File: src/rtl/hybrid_mult_pkg.sv
// Shared definitions for the hybrid multiplier MAC path: widths, defaults,
// accumulator FSM states and parameter legality helpers.
package hybrid_mult_pkg;

    localparam int PROD_W        = 16;
    localparam int ACC_W_DEFAULT = 24;
    localparam int LEN_DEFAULT   = 8;
    localparam int CNT_W         = 8;

    typedef enum logic [1:0] {
        IDLE  = 2'd0,
        ACCUM = 2'd1,
        HOLD  = 2'd2
    } acc_state_t;

    function automatic bit len_legal(input int len);
        return (len >= 1) && (len <= 255);
    endfunction

    function automatic bit acc_w_legal(input int acc_w);
        return (acc_w >= 16) && (acc_w <= 32);
    endfunction

endpackage

File: src/rtl/hybrid_product_accumulator_if.sv
// Product-in and group-sum-out handshakes of the product accumulator.
interface hybrid_product_accumulator_if #(
    parameter int ACC_W = hybrid_mult_pkg::ACC_W_DEFAULT
);
    import hybrid_mult_pkg::*;

    logic              prod_valid;
    logic              prod_ready;
    logic [PROD_W-1:0] prod_data;
    logic              acc_valid;
    logic              acc_ready;
    logic [ACC_W-1:0]  acc_data;
    logic              acc_ovf;

    // master: product source and sum sink; slave: the accumulator itself
    modport master (
        output prod_valid, prod_data, acc_ready,
        input  prod_ready, acc_valid, acc_data, acc_ovf
    );

    modport slave (
        input  prod_valid, prod_data, acc_ready,
        output prod_ready, acc_valid, acc_data, acc_ovf
    );

endinterface

File: src/rtl/hybrid_product_accumulator_sat_accum_add.sv
// Combinational saturating adder: ACC_W-bit accumulator plus 16-bit product,
// clamped to all-ones when the carry out of ACC_W bits is set.
module sat_accum_add
    import hybrid_mult_pkg::*;
#(
    parameter int ACC_W = ACC_W_DEFAULT
) (
    input  logic [ACC_W-1:0]  acc,
    input  logic [PROD_W-1:0] prod,
    output logic [ACC_W-1:0]  sum,
    output logic              ovf
);

    logic [ACC_W:0] sum_wide;

    assign sum_wide = {1'b0, acc} + (ACC_W+1)'(prod);
    assign ovf      = sum_wide[ACC_W];

    for (genvar gi = 0; gi < ACC_W; gi++) begin : g_sat
        assign sum[gi] = sum_wide[gi] | ovf;
    end

endmodule

File: src/rtl/hybrid_product_accumulator.sv
// Sums groups of LEN multiplier products into a saturating accumulator and
// presents each group sum through a valid/ready handshake.
module hybrid_product_accumulator
    import hybrid_mult_pkg::*;
#(
    parameter int LEN   = LEN_DEFAULT,
    parameter int ACC_W = ACC_W_DEFAULT
) (
    input  logic                         clk,
    input  logic                         rst_n,
    hybrid_product_accumulator_if.slave  bus,
    output logic                         busy
);

    if (!len_legal(LEN)) begin : g_len_check
        $error("hybrid_product_accumulator: LEN must be in 1..255");
    end
    if (!acc_w_legal(ACC_W)) begin : g_acc_w_check
        $error("hybrid_product_accumulator: ACC_W must be in 16..32");
    end

    localparam logic [CNT_W-1:0] LEN_CNT = CNT_W'(LEN);

    acc_state_t       state_reg, state_next;
    logic [ACC_W-1:0] acc_reg, acc_next;
    logic [CNT_W-1:0] cnt_reg, cnt_next;
    logic             ovf_reg, ovf_next;
    logic             live_reg;
    logic [ACC_W-1:0] add_sum;
    logic             add_ovf;
    logic             beat;

    sat_accum_add #(.ACC_W(ACC_W)) u_add (
        .acc  (acc_reg),
        .prod (bus.prod_data),
        .sum  (add_sum),
        .ovf  (add_ovf)
    );

    // live_reg keeps prod_ready low through reset while staying a pure register decode
    assign bus.prod_ready = live_reg && (state_reg != HOLD);
    assign bus.acc_valid  = (state_reg == HOLD);
    assign bus.acc_data   = acc_reg;
    assign bus.acc_ovf    = ovf_reg;
    assign busy           = (state_reg != IDLE);
    assign beat           = bus.prod_valid && bus.prod_ready;

    always_ff @(posedge clk) begin
        if (!rst_n) begin
            state_reg <= IDLE;
            acc_reg   <= '0;
            cnt_reg   <= '0;
            ovf_reg   <= 1'b0;
            live_reg  <= 1'b0;
        end else begin
            state_reg <= state_next;
            acc_reg   <= acc_next;
            cnt_reg   <= cnt_next;
            ovf_reg   <= ovf_next;
            live_reg  <= 1'b1;
        end
    end

    always_comb begin
        state_next = state_reg;
        acc_next   = acc_reg;
        cnt_next   = cnt_reg;
        ovf_next   = ovf_reg;
        case (state_reg)
            IDLE: begin
                if (beat) begin
                    // a lone 16-bit product can never saturate a >=16-bit accumulator
                    acc_next   = ACC_W'(bus.prod_data);
                    cnt_next   = CNT_W'(1);
                    ovf_next   = 1'b0;
                    state_next = (LEN_CNT == CNT_W'(1)) ? HOLD : ACCUM;
                end
            end
            ACCUM: begin
                if (beat) begin
                    acc_next = add_sum;
                    ovf_next = ovf_reg | add_ovf;
                    cnt_next = cnt_reg + CNT_W'(1);
                    if (cnt_next == LEN_CNT) begin
                        state_next = HOLD;
                    end
                end
            end
            HOLD: begin
                if (bus.acc_ready) begin
                    state_next = IDLE;
                    acc_next   = '0;
                    cnt_next   = '0;
                    ovf_next   = 1'b0;
                end
            end
            default: begin
                state_next = IDLE;
            end
        endcase
    end

endmodule
File: src/flat_wrapper.sv
// flat-port wrapper written by rule: the top's interface ports become plain ports
module hybrid_product_accumulator_flat import hybrid_mult_pkg::*;
#(
    parameter int LEN   = LEN_DEFAULT,
    parameter int ACC_W = ACC_W_DEFAULT
)
  (clk, rst_n, busy, bus_prod_valid, bus_prod_data, bus_acc_ready, bus_prod_ready, bus_acc_valid, bus_acc_data, bus_acc_ovf);
  hybrid_product_accumulator_if #(.ACC_W(ACC_W)) bus_i ();
  input  logic clk;
  input  logic rst_n;
  output logic busy;
  input wire logic [$bits(bus_i.prod_valid)-1:0] bus_prod_valid;
  input wire logic [$bits(bus_i.prod_data)-1:0] bus_prod_data;
  input wire logic [$bits(bus_i.acc_ready)-1:0] bus_acc_ready;
  output wire logic [$bits(bus_i.prod_ready)-1:0] bus_prod_ready;
  output wire logic [$bits(bus_i.acc_valid)-1:0] bus_acc_valid;
  output wire logic [$bits(bus_i.acc_data)-1:0] bus_acc_data;
  output wire logic [$bits(bus_i.acc_ovf)-1:0] bus_acc_ovf;
  assign bus_i.prod_valid = bus_prod_valid;
  assign bus_i.prod_data = bus_prod_data;
  assign bus_i.acc_ready = bus_acc_ready;
  assign bus_prod_ready = bus_i.prod_ready;
  assign bus_acc_valid = bus_i.acc_valid;
  assign bus_acc_data = bus_i.acc_data;
  assign bus_acc_ovf = bus_i.acc_ovf;
  hybrid_product_accumulator #(.LEN(LEN), .ACC_W(ACC_W)) u_core (.clk(clk), .rst_n(rst_n), .bus(bus_i), .busy(busy));
endmodule
File: config.mk
export PLATFORM = sky130hd
export DESIGN_NAME = hybrid_product_accumulator_flat
export DESIGN_NICKNAME = d
export VERILOG_FILES = /design/src/rtl/hybrid_mult_pkg.sv /design/src/rtl/hybrid_product_accumulator_if.sv /design/src/rtl/hybrid_product_accumulator_sat_accum_add.sv /design/src/rtl/hybrid_product_accumulator.sv /design/src/flat_wrapper.sv
export SDC_FILE = /design/constraint.sdc
export NUM_CORES = 1
export LEC_CHECK = 0
export CAP_MARGIN = 20
export CORE_ASPECT_RATIO = 2
export CORE_MARGIN = 3
export CORE_UTILIZATION = 40
export CTS_CLUSTER_SIZE = 8
export DETAILED_ROUTE_END_ITERATION = 6
export PLACE_DENSITY = 0.6
export SYNTH_ARGS = -nofsm -noshare
export SYNTH_HDL_FRONTEND = slang
export SYNTH_SLANG_ARGS = --single-unit
File: constraint.sdc
create_clock -name clk -period 6.24 [get_ports clk]
set_input_delay 0.624 -clock clk [delete_from_list [all_inputs] [get_ports clk]]
set_output_delay 0.624 -clock clk [all_outputs]
set_load 0.02 [all_outputs]
==> summary.txt, run 1 <==
Global routing
  – Global-route wire length before repair: 13000 µm
  – Largest net degree at the start of global routing: 43
  – Initial antenna violation count: 0
  – Gr usage total: 20.9%
  – Vias in the first global route: about 2.8k
  – Grt ovf: 0

Timing
  – Fmax: 0.305 GHz
  – Setup Skew: about 0.0048 ns
  – Final setup TNS: 0 ns
  – Final setup vio count: 0
  – Final Slew Violations: 0
  – Pin slew with the least headroom to its limit: 0.749 ns
  – Final min period: 3.28 ns
  – RSZ-0062 raised after global routing: no
  – Fin. Hold Viols: 0
  – Final Cycle Share: 52.5%
  – Max-slew headroom: 50.1%
  – Worst hold slack: 0.479 ns

Setup path
  – Critical Path RT: roughly 6.4 ns
  – Setup CP Type: input pin to register
  – CP Capture Type: register
  – Worst Path Arrival: ~3.4 ns
  – Max FO, Critical Path: 14
  – Startpoint Class: input pin

Clocking
  – CTS buffer count: 5
  – # Post-CTS Setup Buffers: 0
  – Buffer type at the clock tree root: clkbuf_16
  – Clock slew at reported path FFs: 0.05 ns
  – CTS tree: yes
  – Hold Buf Count CTS: 0
  – Clock tree sinks: 36
  – Clock Tree Buf Depth: 2
  – H-tree depth: 2
  – Post-cts resize count: 0
  – Clk_lat worst skew: between 0.2 and 0.3 ns

Logic synthesis
  – Top FF cell, synth: dfxtp_1
  – Post-synth EDFFs: 0
  – Ys Warns: 0
  – FF+latch count, synth: 36
  – Post-Syn Instances: ~340
  – Distinct cell type count after synthesis: between 50 and 60
  – Synth Cell Area: 2720 µm²
  – Syn avg cell area: 7.90 µm²
  – Post-synth ARST share: 0%
  – Sequential element share of the synthesized area: 26.5%
  – Syn nets: 386

Final layout
  – Max reg flops: 24
  – Final Core Density: 52.7%
  – Finished Layout Cells: between 400 and 500
  – Share of layout cells above drive strength 1: 6.41%
  – N_diodes: 0
  – Layout area overhead: 25.5%
  – Final #Nets: 432

Power
  – Internal power: about 0.57 mW
  – Switching share of power: between 30 and 40%
  – Sequential share of power: approximately 30%
  – Leakage power: between 1 and 1.5 nW
  – Clock Power Share: 29.1%
  – Net Switching: approximately 0.34 mW
  – Pwr dens: 266 nW/µm²
  – Logic gate share of total power: between 40% and 50%
  – VDD IR max: between 150 and 200 µV

Placed design
  – HPWL Detailed: 5790 µm
  – Port bufs: 47
  – Placed cells: 469
  – Placer congestion estimate: approximately 0.84

Routing
  – DRC Markers: 0
  – Post-DRT Antenna Nets: 0
  – Mean routed wirelength per cell: 16.3 µm
  – Via count: about 2.8k
  – Drt pass-1 iters: 4
  – Routed Wire Length: 7740 µm
  – DR vias/cell: 5.85
  – Initial DRC Count: approximately 160

Run status
  – Run status: completed

Min path
  – Hold Crit Class: register to register

Floorplanning
  – Initial core utilization: 42.0%
  – Ports: 48
  – Die Height: 123 µm
  – Core area: roughly 6500 µm²
  – Die W: about 64 µm
  – Die area: a little under 8000 µm²
  – Cell Rows: 41

Run
  – Max-cap violations: 0
==> layer usage <==
| layer | vias to the layer above | wire length (µm) | GRT usage (%) |
|---|---|---|---|
| li1 | 1387 | - | - |
| met1 | 1317 | 2950 | 21.6 |
| met2 | 60 | 4310 | 39.5 |
| met3 | 22 | 212 | 2.84 |
| met4 | 0 | 269 | 11.4 |
| met5 | - | 0 | 0 |
==> synth_stat cells, drive strengths merged, types with 9 or more instances <==
| master | n | area, µm² |
|---|---|---|
| o211ai | 20 | 150 |
| clkbuf | 10 | 57.6 |
| nor3 | 9 | 45.0 |
| dfxtp | 36 | 721 |
| a21oi | 22 | 114 |
| nand3 | 25 | 125 |
| nand2 | 37 | 141 |
| o21ai | 17 | 85.1 |
| ha | 21 | 263 |
| a31oi | 16 | 100 |
| nor2 | 21 | 81.3 |
==> area by class of cell <==
type                    instances  area [µm²]
multi-input cells             288        1900
well taps                      86         108
clock buffers                   7         153
fillers                       668        3050
repair buffers                 51         500
flip-flops and latches         36         721
inverters                       8        30.0
==> cells by family after synthesis <==
group           Yosys count  share of synthesized area (%)
buf+inv                  20                           3.59
simple gates            136                           25.3
fa+ha+maj                22                           10.4
compound gates          110                           27.4
xor+xnor                 15                           4.84
flops                    36                           26.5
mux                       5                           1.89
==> stage by stage <==
| stage | cell area [µm²] | power [mW] | setup WS (ns) |
|---|---|---|---|
| after detailed placement | 3260 | 0.646 | 2.65 |
| after floorplan | 2720 | 0.531 | 3.69 |
| final | 3410 | 0.907 | 2.96 |
| after global placement | 3260 | 0.644 | 2.72 |
| after global routing | 3410 | 0.966 | 2.73 |
| after CTS | 3410 | 0.913 | 2.95 |
==> worst max-delay path: stages <==
cell	delay, ns
clkdlybuf4s50_1	0.43
ha_1	0.23
fa_1	0.40
nand3_1	0.15
a211oi_1	0.11
o31ai_1	0.36
o21ai_0	0.12
buf_4	0.19
a21oi_2	0.62
a31oi_1	0.17
==> cell usage in the layout (no fill, tap or decap), types with 6 or more instances in the layout <==
cell,netlist,layout
nor3_1,9,9
and3_1,7,7
a31oi_1,16,16
nand3_1,25,25
inv_1,8,8
ha_1,21,21
xnor2_1,8,8
o211ai_1,20,20
and2_1,6,6
nor2_1,20,20
a21oi_1,21,21
o21ai_0,16,16
dfxtp_1,36,36
a21boi_0,7,7
nand2_1,36,36
clkdlybuf4s50_1,0,47
xor2_1,7,7
==> final timing paths <==
path,startpoint,to,slack (ns),cells past startpoint
hold / removal,u_core.bus.acc_ovf$_SDFFE_PN0P_,u_core.bus.acc_ovf$_SDFFE_PN0P_,0.48,2
setup reg to reg,u_core.bus.acc_data[0]$_SDFFE_PN0P_,u_core.bus.acc_data[3]$_SDFFE_PN0P_,3.40,9
setup / recovery,bus_prod_data[0],u_core.bus.acc_data[3]$_SDFFE_PN0P_,2.96,10
hold reg to reg,u_core.bus.acc_ovf$_SDFFE_PN0P_,u_core.bus.acc_ovf$_SDFFE_PN0P_,0.48,2
==> power groups by stage <==
stage                     combinational [mW]  clock (mW)  sequential, mW
after global routing                   0.408       0.281           0.277
after floorplan                        0.235           0           0.295
after detailed placement               0.368           0           0.278
after CTS                              0.370       0.270           0.273
final                                  0.370       0.264           0.273
after global placement                 0.367           0           0.278
Note: power is estimated with default switching activity, not from simulation.
==> inputs of run 2 (changes only) <==
Settings changed: PLACE_DENSITY 0.6 to 0.63.
Clock period 6.24 ns to 2.95 ns, I/O delays scaled along.
==> summary.txt, run 2 (same netlist as run 1, synthesis figures left out) <==
Final layout
  – Max reg flops: 24
  – Final Instance Area: 3520 µm²
  – Commonest non-fill, non-tap cell in the layout: clkdlybuf4s50_1
  – FF/Latch Area: between 700 and 800 µm²
  – N_diodes: 0
  – Final #Nets: 441
  – Fill count: 658
  – Area occupied by multi-input gates: 1900 µm²
  – Layout area overhead: 29.5%
  – Share of layout cells above drive strength 1: 8.75%
  – Most frequent cells in the layout: clkdlybuf4s50_1, nand2_1, dfxtp_1

Placed design
  – HPWL Detailed: around 6000 µm
  – Area after DPL: 3350 µm²
  – Placer congestion estimate: 0.874
  – Port bufs: 47

Setup path
  – Crit path buf inv count: 3
  – Setup CP Type: input pin to register
  – Critical Path RT: 3.10 ns
  – Crit Reg-Reg Endpoint: u_core.bus.acc_data[18]$_SDFFE_PN0P_
  – Crit-path slowest cell: clkdlybuf4s50_1
  – Worst stage delay on the critical path: 0.43 ns
  – Delay-heaviest family, CP: compound AO/OA/AOI/OAI gates
  – Reg2Reg Setup Slack: 0.48 ns
  – Startpoint Class: input pin
  – CP Capture Type: register
  – Path depth of the worst reg2reg path: 8
  – Max FO, Critical Path: 14
  – Worst Path Arrival: 2.66 ns
  – RR Startpoint: u_core.state_reg[0]$_SDFFE_PN0P_
  – Worst path cell trace: clkdlybuf4s50_1, ha_1, fa_1, nand3_1, a211oi_1, o31ai_1, o21ai_0, buf_4, a21oi_2, buf_12, a31oi_1

Routing
  – Routed Wire Length: 7720 µm
  – Via count: around 2.8k
  – Initial DRC Count: 94
  – DR vias/cell: 5.78
  – Drt pass-1 iters: 4
  – DRC Markers: 0
  – Mean routed wirelength per cell: 15.9 µm
  – Post-DRT Antenna Nets: 0

Timing
  – Final Slew Violations: 0
  – Pin slew with the least headroom to its limit: just under 0.7 ns
  – Fmax: between 0.3 and 0.4 GHz
  – Final min period: 2.51 ns
  – Final Cycle Share: between 80% and 90%
  – Fin. Hold Viols: 0
  – Max-slew headroom: 53.6%
  – Setup Skew: a little over 0.008 ns
  – RSZ-0062 raised after global routing: no
  – Final setup TNS: 0 ns
  – Final setup vio count: 0

Floorplanning
  – Die Height: 123 µm
  – Die W: 64.3 µm
  – Core area: 6460 µm²
  – Cell Rows: 41
  – Initial core utilization: 42.0%
  – Ports: 48
  – Die area: slightly below 8000 µm²

Clocking
  – CTS buffer count: 5
  – Clock slew at reported path FFs: about 0.06 ns
  – Clk_lat worst skew: 0.28 ns
  – Clock Tree Buf Depth: 2
  – Clock tree sinks: 36
  – # Post-CTS Setup Buffers: 0
  – Post-cts resize count: 0
  – CTS tree: yes
  – Hold Buf Count CTS: 0
  – H-tree depth: 2
  – Buffer type at the clock tree root: clkbuf_16

Global routing
  – Initial antenna violation count: 0
  – Largest net degree at the start of global routing: 42
  – Global-route wire length before repair: 13200 µm
  – Grt ovf: 0
  – Gr usage total: 21.2%
  – Vias in the first global route: roughly 2.8k

Power
  – VDD IR max: 284 µV
  – Pwr dens: around 570 nW/µm²
  – Leakage power: 1.36 nW

Run status
  – Run status: completed

Min path
  – WHS Endpoint: u_core.bus.acc_ovf$_SDFFE_PN0P_
  – Hold_sp: u_core.bus.acc_ovf$_SDFFE_PN0P_
  – Worst Hold Depth: 2
  – Hold Crit Class: register to register

Run
  – Max-cap violations: 0
-- run 2: per-layer routing --
layer	vias to the layer above	global-route usage [%]	share of wire (%)
li1	1394	-	-
met3	16	3.48	2.9
met5	-	0	0
met1	1339	23.1	39
met2	59	39.2	55
met4	0	9.93	2.8
-- run 2: how the worst max path moves through the flow --
stage,from,end,cells past startpoint
after floorplan,u_core.bus.acc_data[0]$_SDFFE_PN0P_,u_core.bus.acc_data[12]$_SDFFE_PN0P_,9
after global placement,bus_prod_data[0],u_core.bus.acc_data[5]$_SDFFE_PN0P_,11
after detailed placement,bus_prod_data[0],u_core.bus.acc_data[5]$_SDFFE_PN0P_,11
after CTS,bus_prod_data[0],u_core.bus.acc_data[5]$_SDFFE_PN0P_,11
after global routing,bus_prod_data[0],u_core.bus.acc_data[5]$_SDFFE_PN0P_,11
final,bus_prod_data[0],u_core.bus.acc_data[5]$_SDFFE_PN0P_,11
-- run 2: stage by stage --
stage	hold WS, ns	util (%)	cells	setup slack [ns]	total power [mW]
6_report	0.474	54.4	486	0.445	2.02
5_1_grt	0.497	54.4	486	0.270	2.15
4_1_cts	0.473	54.4	486	0.431	2.03
3_5_place_dp	0.458	51.8	478	0.147	1.41
3_3_place_gp	0.455	51.8	478	0.174	1.40
2_1_floorplan	0.323	-	344	0.597	1.12
-- run 2: power breakdown --
group / leakage (nW) / switching (mW) / total [mW] / internal [mW]
clock: 0.0798 / 0.223 / 0.620 / 0.397
combinational: 0.983 / 0.466 / 0.823 / 0.358
sequential: 0.294 / 0.0437 / 0.576 / 0.532
total: 1.36 / 0.732 / 2.02 / 1.29
-- run 2: cell type report --
cell class / instances / area share (%)
Clock inverter: 3 / 1.21
Clock buffer: 5 / 3.56
Inverter: 8 / 0.854
Tap cell: 86 / 3.06
Multi-Input combinational cell: 288 / 54.0
Sequential cell: 36 / 20.5
Timing Repair Buffer: 60 / 16.9
-- run 2: tightest hold or removal path: stages (launching register included) --
cell and delay [ns]:
dfxtp_1 0.33, a31oi_1 0.04, nor2_1 0.07
